**src/rtl/keypad_pkg.sv**
```systemverilog
// keypad_pkg
// Shared definitions for the 4x4 keypad scanner: matrix dimensions, key
// code width, the scanner FSM state encoding and the row priority encoder.
package keypad_pkg;

  localparam int ROWS   = 4;
  localparam int COLS   = 4;
  localparam int CODE_W = 4;

  typedef enum logic [1:0] {
    ST_SCAN     = 2'd0,
    ST_DEBOUNCE = 2'd1,
    ST_HELD     = 2'd2,
    ST_RELEASE  = 2'd3
  } state_e;

  // Rows are active-low; the lowest-index low row wins. Only called when at
  // least one row is low, so the fall-through value of 3 is never ambiguous.
  function automatic logic [1:0] lowest_low_row(input logic [ROWS-1:0] rows);
    if (!rows[0])      return 2'd0;
    else if (!rows[1]) return 2'd1;
    else if (!rows[2]) return 2'd2;
    else               return 2'd3;
  endfunction

endpackage

```
**src/rtl/keypad_sync.sv**
```systemverilog
// keypad_sync
// Two-flop synchroniser for the asynchronous, pulled-up keypad rows.
// Ports:
//   clk    - system clock
//   reset  - synchronous active-high reset (flops go to all ones = idle)
//   row_i  - raw row inputs from the matrix
//   row_o  - synchronised rows
module keypad_sync
  import keypad_pkg::*;
(
  input  logic            clk,
  input  logic            reset,
  input  logic [ROWS-1:0] row_i,
  output logic [ROWS-1:0] row_o
);

  logic [ROWS-1:0] meta_q;
  logic [ROWS-1:0] sync_q;

  always_ff @(posedge clk) begin
    if (reset) begin
      meta_q <= '1;
      sync_q <= '1;
    end else begin
      meta_q <= row_i;
      sync_q <= meta_q;
    end
  end

  assign row_o = sync_q;

endmodule

```
**src/rtl/keypad_scanner.sv**
```systemverilog
// keypad_scanner
// Scans a 4x4 active-low key matrix one column at a time, debounces press
// and release, and reports each accepted key as a one-cycle pulse with a
// held 4-bit code {row, col}.
// Ports:
//   clk           - system clock
//   reset         - synchronous active-high reset
//   key_row       - matrix rows, active-low, asynchronous
//   scan_enable   - when low, a completed press is accepted silently
//   key_col       - column drive, exactly one bit low
//   keypad_data   - last reported key code
//   keypad_enable - one-cycle pulse per reported press
//   key_held      - high while an accepted key is still down
//
// state       | meaning
// ST_SCAN     | rotating columns, sampling rows at the end of each slot
// ST_DEBOUNCE | column frozen, counting consecutive low cycles on row_idx
// ST_HELD     | key accepted, waiting for row_idx to go high
// ST_RELEASE  | counting consecutive high cycles before scanning again
module keypad_scanner
  import keypad_pkg::*;
#(
  parameter int SCAN_DIV     = 1000,
  parameter int DEBOUNCE_CNT = 20000
) (
  input  logic              clk,
  input  logic              reset,
  input  logic [ROWS-1:0]   key_row,
  input  logic              scan_enable,
  output logic [COLS-1:0]   key_col,
  output logic [CODE_W-1:0] keypad_data,
  output logic              keypad_enable,
  output logic              key_held
);

  localparam int CNT_MAX = (SCAN_DIV > DEBOUNCE_CNT) ? SCAN_DIV : DEBOUNCE_CNT;
  localparam int CW      = $clog2(CNT_MAX);
  localparam logic [CW-1:0] DIV_LAST = CW'(SCAN_DIV - 1);
  localparam logic [CW-1:0] DB_LAST  = CW'(DEBOUNCE_CNT - 1);

  logic [ROWS-1:0]   rs;
  state_e            state_q,   state_d;
  logic [1:0]        col_q,     col_d;
  logic [1:0]        row_idx_q, row_idx_d;
  logic [CW-1:0]     div_q,     div_d;
  logic [CW-1:0]     db_q,      db_d;
  logic [CODE_W-1:0] data_q,    data_d;
  logic              en_q,      en_d;
  logic              row_low;

  keypad_sync u_sync (
    .clk   (clk),
    .reset (reset),
    .row_i (key_row),
    .row_o (rs)
  );

  assign row_low = ~rs[row_idx_q];

  always_comb begin
    state_d   = state_q;
    col_d     = col_q;
    row_idx_d = row_idx_q;
    div_d     = div_q;
    db_d      = db_q;
    data_d    = data_q;
    en_d      = 1'b0;

    case (state_q)
      ST_SCAN: begin
        if (div_q == DIV_LAST) begin
          div_d = '0;
          if (rs != '1) begin
            row_idx_d = lowest_low_row(rs);
            db_d      = '0;
            state_d   = ST_DEBOUNCE;
          end else begin
            col_d = col_q + 2'd1;
          end
        end else begin
          div_d = div_q + 1'b1;
        end
      end

      ST_DEBOUNCE: begin
        if (row_low) begin
          if (db_q == DB_LAST) begin
            state_d = ST_HELD;
            // The enable decision is taken here, once; a press accepted
            // while disabled never produces a pulse later.
            if (scan_enable) begin
              en_d   = 1'b1;
              data_d = {row_idx_q, col_q};
            end
          end else begin
            db_d = db_q + 1'b1;
          end
        end else begin
          state_d = ST_SCAN;
          col_d   = col_q + 2'd1;
          div_d   = '0;
        end
      end

      ST_HELD: begin
        if (!row_low) begin
          state_d = ST_RELEASE;
          db_d    = '0;
        end
      end

      ST_RELEASE: begin
        if (row_low) begin
          state_d = ST_HELD;
        end else if (db_q == DB_LAST) begin
          state_d = ST_SCAN;
          col_d   = col_q + 2'd1;
          div_d   = '0;
        end else begin
          db_d = db_q + 1'b1;
        end
      end

      default: state_d = ST_SCAN;
    endcase
  end

  always_ff @(posedge clk) begin
    if (reset) begin
      state_q   <= ST_SCAN;
      col_q     <= 2'd0;
      row_idx_q <= 2'd0;
      div_q     <= '0;
      db_q      <= '0;
      data_q    <= '0;
      en_q      <= 1'b0;
    end else begin
      state_q   <= state_d;
      col_q     <= col_d;
      row_idx_q <= row_idx_d;
      div_q     <= div_d;
      db_q      <= db_d;
      data_q    <= data_d;
      en_q      <= en_d;
    end
  end

  assign key_col       = ~(4'b0001 << col_q);
  assign keypad_data   = data_q;
  assign keypad_enable = en_q;
  assign key_held      = (state_q == ST_HELD) || (state_q == ST_RELEASE);

endmodule

```
**config.mk**
```make
export PLATFORM = sky130hd
export DESIGN_NAME = keypad_scanner
export DESIGN_NICKNAME = d
export VERILOG_FILES = /design/src/rtl/keypad_pkg.sv /design/src/rtl/keypad_sync.sv /design/src/rtl/keypad_scanner.sv
export SDC_FILE = /design/constraint.sdc
export NUM_CORES = 1
export LEC_CHECK = 0
export ABC_AREA = 1
export BUFFER_PORTS_ARGS = -buffer_cell sky130_fd_sc_hd__buf_4
export CORE_AREA = 2 2 92 67
export DETAILED_ROUTE_END_ITERATION = 7
export DIE_AREA = 0 0 94 69
export PLACE_DENSITY = 0.79
export SETUP_SLACK_MARGIN = 0.1
export SYNTH_ARGS = -nofsm -noshare
export SYNTH_HDL_FRONTEND = slang
export SYNTH_HIERARCHICAL = 1
export SYNTH_SLANG_ARGS = --single-unit
```
**constraint.sdc**
```tcl
create_clock -name clk -period 1.8 [get_ports clk]
set_input_delay 0.36 -clock clk [delete_from_list [all_inputs] [get_ports clk]]
set_output_delay 0.36 -clock clk [all_outputs]
set_load 0.005 [all_outputs]
```
# ---- Word-level counts from Yosys, hierarchy flattened
# Cells that the tools add are included.
dict set report word_totals {
  output_inout_bits 10
  elab_cells 75
  regBits 49
  inputBits 7
}
dict set report op_classes {
  mux 31
  n_reduce_logical 10
  n_eq_ne 16
  bitwise_logic 4
  add_sub_neg 3
  order_cmp 1
  shifts 1
}
# cell count
set ops {}
lappend ops {{15-bit two-way mux} 9}
lappend ops {{15-bit case mux with 4 select lines} 1}
lappend ops {{15-bit case mux with 3 select lines} 1}
lappend ops {{15-bit by 1-bit adder with 15-bit output, second input constant} 2}
lappend ops {{2-bit two-way mux} 14}
lappend ops {{2-bit inequality test, second input constant} 8}
lappend ops {{15-bit by 10-bit equality test with 1-bit output, second input constant} 1}
lappend ops {{15-bit equality test, second input constant} 1}
lappend ops {{5-bit AND reduction} 2}
lappend ops {{2-bit case mux with 4 select lines} 1}
lappend ops {{4-bit AND reduction} 2}
lappend ops {{3-bit inequality test, second input constant} 2}
lappend ops {{2-bit case mux with 3 select lines} 1}
lappend ops {{6-bit AND reduction} 1}
lappend ops {{2-bit equality test, second input constant} 2}
lappend ops {{4-bit inequality test, second input constant} 1}
lappend ops {{4-bit NOT} 1}
lappend ops {{4-bit OR reduction} 1}
lappend ops {{1-bit by 2-bit left shift with 4-bit output, first input constant} 1}
lappend ops {{2-bit by 3-bit < comparator with 1-bit output, second input constant} 1}
lappend ops {{1-bit two-way mux} 3}
lappend ops {{1-bit NOT} 3}
lappend ops {{3-bit AND reduction} 1}
lappend ops {{3-bit nonzero test} 1}
lappend ops {{5 further kinds} 5}

# ---- Logic depth before layout (Yosys ltp)
dict set report depth {
  word_depth 4
  ltp_mapped 12
  ltp_nobuf 12
}

# ---- By module
# Netlist, hierarchy kept.
# mod area_each_um2 seq_area_each_um2 n_inst cells_per_inst
set by_module_without_submodules {}
lappend by_module_without_submodules {keypad_scanner 2778.9 820.8 1 439}
lappend by_module_without_submodules {keypad_sync 224.0 160.2 1 25}

# ---- Worst setup path after synthesis
# Ideal clock, no wire load.
dict set report synth_path {
  path_type {reg-to-reg}
  from {register div_q[0]}
  to {register db_q[6]}
  required_time_ns 1.662
  setup_time_ns 0.138
  stages_incl_launch_ff 12
  arrival_ns 1.507
  n_path_buf 1
  slack_ns 0.155
  period_less_slack_ns 1.645
  cell_sequence {dfxtp_1 ha_1 nand3_1 nor2_4 nand2_4 nand2_4 nand2_4 inv_1 nand2_2 buf_4 nand2_1 a21oi_2}
}
dict set report synth_via {
  elab_chain_len 3
}
# item line
set synth_lines {}
lappend synth_lines {{start, declared} keypad_scanner.sv:45} ;# logic [CW-1:0] div_q, div_d;
lappend synth_lines {{start signal, assigned} keypad_scanner.sv:141} ;# div_q <= div_d;
lappend synth_lines {{15-bit by 10-bit equality test with 1-bit output} keypad_scanner.sv:71} ;# if (div_q == DIV_LAST) begin
lappend synth_lines {{2-bit inequality test (no source line)} --}
lappend synth_lines {{5-bit AND reduction (no source line)} --}
lappend synth_lines {{end signal, assigned} keypad_scanner.sv:134} ;# db_q <= '0;
lappend synth_lines {{end signal, assigned} keypad_scanner.sv:142} ;# db_q <= db_d;
lappend synth_lines {{end, declared} keypad_scanner.sv:46} ;# logic [CW-1:0] db_q, db_d;
# No other way between the ends.
# A chain may end at the register's enable or synchronous reset.

# ---- Worst setup path after layout
dict set report layout_path {
  from {register row_idx_q[1]}
  to {register db_q[1]}
}
dict set report layout_via {
  elab_chain_len 4
  elab_cells_between_ends 6
  classes_between {eq/ne (3); mux (2); reduce/logical (1)}
}
# item line
set layout_lines {}
lappend layout_lines {{start, declared} keypad_scanner.sv:44} ;# logic [1:0] row_idx_q, row_idx_d;
lappend layout_lines {{start signal, assigned} keypad_scanner.sv:140} ;# row_idx_q <= row_idx_d;
lappend layout_lines {{1-bit binary-select mux with 2-bit select (*)} keypad_scanner.sv:58} ;# assign row_low = ~rs[row_idx_q];
lappend layout_lines {{1-bit two-way mux (implied by the code) (*)} keypad_scanner.sv:58}
lappend layout_lines {{2-bit inequality test (no source line)} --}
lappend layout_lines {{5-bit AND reduction (no source line) (*)} --}
# Mark *: on every way between the ends. The rest lies on a longest branch, timed or not. The select of a mux whose other input is x is not followed.

==> out/metrics.csv <==
stage,metric,value,unit
sta,Layout Skew,6.52,ps
global_routing,largest net degree at the start of global routing,30,
sta,fmax,611,MHz
drt,via count,3140,
cells_and_area,Area Growth Syn to Fin,19.2,%
floorplan,Die W,94,um
setup_path,Critical R2R Launch,row_idx_q[1],
floorplan,I/O Pins,17,
clocking,Worst-path clk slew,90,ps
drt,initial DRC count,405,
global_routing,vias in the first global route,2663,
cells_and_area,Inserted Diodes,0,
global_routing,total congestion overflow,0,
worst_hold_path,hold endpoint,u_sync/meta_q[3],
placed_design,I/O Buffers,16,
placed_design,dpl ws,76.3,ps
clocking,CTS Buf Count,5,
setup_path,startpoint types,register,
clocking,H-tree levels,2,
clocking,CTS sink count,49,
drt,DRC viols,0,
yosys,synth warn,6,
floorplan,row cnt,23,
setup_path,Crit Path Category,register to register,
drt,DRT Pass-1 Iters,5,
setup_path,worst-case reg-to-reg path depth,10,
worst_hold_path,min-delay src,key_row[3],
cells_and_area,most frequent cells in the layout,"nand2_1, nor2_1, dfxtp_1",
drt,DRT Wirelength,7860,um
floorplan,initial core utilization,53.5,%
clocking,Clock Latency Late Sink,300,ps
floorplan,Die Footprint,6490,um^2
setup_path,Worst R2R End,db_q[1],
placed_design,hpwl dp,5340,um
yosys,"FF+latch count, synth",49,
yosys,"Distinct cells, synth",33,
sta,min Tclk post-route,1640,ps
yosys,"Seq/Total Area, Yosys",32.7,%
sta,Worst Max-Slew Pin Slew,479,ps
sta,setup ws final,164,ps
worst_hold_path,hold crit path type,input port to register,
global_routing,first-pass GRT wire length,12100,um
clocking,"Hold-fix buffers, CTS",0,
cells_and_area,"Core Util, Final",63.8,%
clocking,Root Buffer,clkbuf_8,
worst_hold_path,Hold Path Stages,3,
placed_design,gpl congestion,1.04,
sta,number of hold violations in the final report,0,
cells_and_area,final net count,516,
yosys,post-synth top area share,32.7,%
setup_path,critical path data required time,1980,ps
job,Max Cap Viol,0,
sta,final period utilization,90.9,%
drt,post-route ant nets,0,
yosys,synth top area cells,"dfxtp_1, nand2_1, nor2_1",
yosys,Post-Syn Area,3000,um^2
sta,RSZ-0062 raised after global routing,yes,
pwr,power density cells,567,nW/um^2
sta,Max Slew Vio Count,0,
cells_and_area,"commonest non-fill, non-tap cell in the layout",nand2_1,
drt,WL/cell,13.6,um
yosys,post-synth net total,477,
cells_and_area,share of layout cells above drive strength 1,21.4,%
clocking,CTS tree,yes,
pwr,P_leak,1.43,nW
setup_path,CP Max Fanout,11,
pwr,peak supply drop,314,uV
drt,vias per inst,5.42,
floorplan,Die Height,69,um
yosys,Mean Syn Cell Area,6.47,um^2
status,status,finished clean,
setup_path,crit end category,register,
sta,# setup viols final,0,
global_routing,Global Route Usage Sum,23.1,%
global_routing,initial antenna violation count,0,
sta,setup TNS,0,ps
yosys,top cell type by total area after synthesis,dfxtp_1,
clocking,Clock Path Buffers,2,
setup_path,R2R Setup Slk,160,ps
sta,worst rel slew slack,68.0,%
yosys,Syn Inst Count,464,
setup_path,crit path DAT,1810,ps
floorplan,Placeable Area,5610,um^2
Yosys cell counts, drive strengths merged:
cell,n
clkbuf,5
ha,6
dfxtp,49
o21ai,11
buf,7
nand3,32
nor3b,3
nand4,10
o21a,1
nand2,151
xor2,8
clkinv,2
nor3,2
xnor2,1
o21bai,3
a21boi,2
or2,1
nor2,89
a21oi,34
inv,47
state kept, by name, indices dropped and copies added (netlist names), named ones only:
register and cells:
col_q 2, db_q 15, div_q 15, keypad_data 4
keypad_enable 1, row_idx_q 2, state_q 1, u_sync/meta_q 4
u_sync/row_o 4
stage by stage:
step           power [mW]  instance area (um^2)  std cells  hold slack [ps]
2_1_floorplan        1.19                  3000        464              387
3_3_place_gp         1.22                  3300        564              393
3_5_place_dp         1.22                  3300        564              398
4_1_cts              2.02                  3430        572              224
5_1_grt              2.09                  3580        579              228
6_report             2.03                  3580        579              227
layout make-up:
cell class                 count  area, um^2
fill                         455        2030
timing repair buffer          42         328
inverter                      49         185
multi-input combinational    356        1870
sequential                    49         985
clock inverter                 1        30.0
clock buffer                   7        86.3
tap                           75        93.8
where the power goes:
group | switching [mW] | total, mW | internal, mW
combinational | 0.0629 | 0.0979 | 0.0350
clock | 0.372 | 0.826 | 0.454
sequential | 0.00721 | 1.10 | 1.10
total | 0.442 | 2.03 | 1.59
worst max-delay path by stage:
stage                             from        to  slack, ps  depth (start not counted)
after floorplan               div_q[0]   db_q[6]        160                         11
after global placement         db_q[1]  div_q[3]        150                          9
after detailed placement       db_q[1]  div_q[8]         80                          9
after CTS                      db_q[1]  div_q[8]        100                          9
after global routing      row_idx_q[1]   db_q[1]         30                         10
final                     row_idx_q[1]   db_q[1]        160                         10
timing repair:
item                                   in CTS  in global routing
pin swaps                                   0                  4
endpoints found under the hold margin       0                  0
setup endpoints to repair                  20                 34
setup buffers                               0                  5
cloned                                      0                  2
resized for setup                           3                 20
kinds of logic after synthesis:
logic type / synth area share [%]
and+or+nand+nor: 43.1
xor gates and xnor gates: 2.63
adders and majority gates: 2.50
AOI/OAI and AO/OA: 10.6
DFF: 32.7
buffers and inverters: 8.50
routing by layer:
layer | GRT usage (%) | share of wire (%) | wire length [um]
met5 | 0 | 0 | 0
met3 | 5.03 | 13 | 997
met2 | 32.8 | 41 | 3250
met1 | 35.3 | 44 | 3480
met4 | 5.48 | 1.7 | 136
worst max-delay path, stage by stage (launching register included):
cell,delay (ps)
dfxtp_1,430
inv_1,80
nand3_2,110
nand2_1,110
nand2_1,140
nand3_2,170
nor2_8,160
buf_12,140
nand2_1,50
nand2_1,60
nor2_1,40
Power figures use the tool's default switching activity.
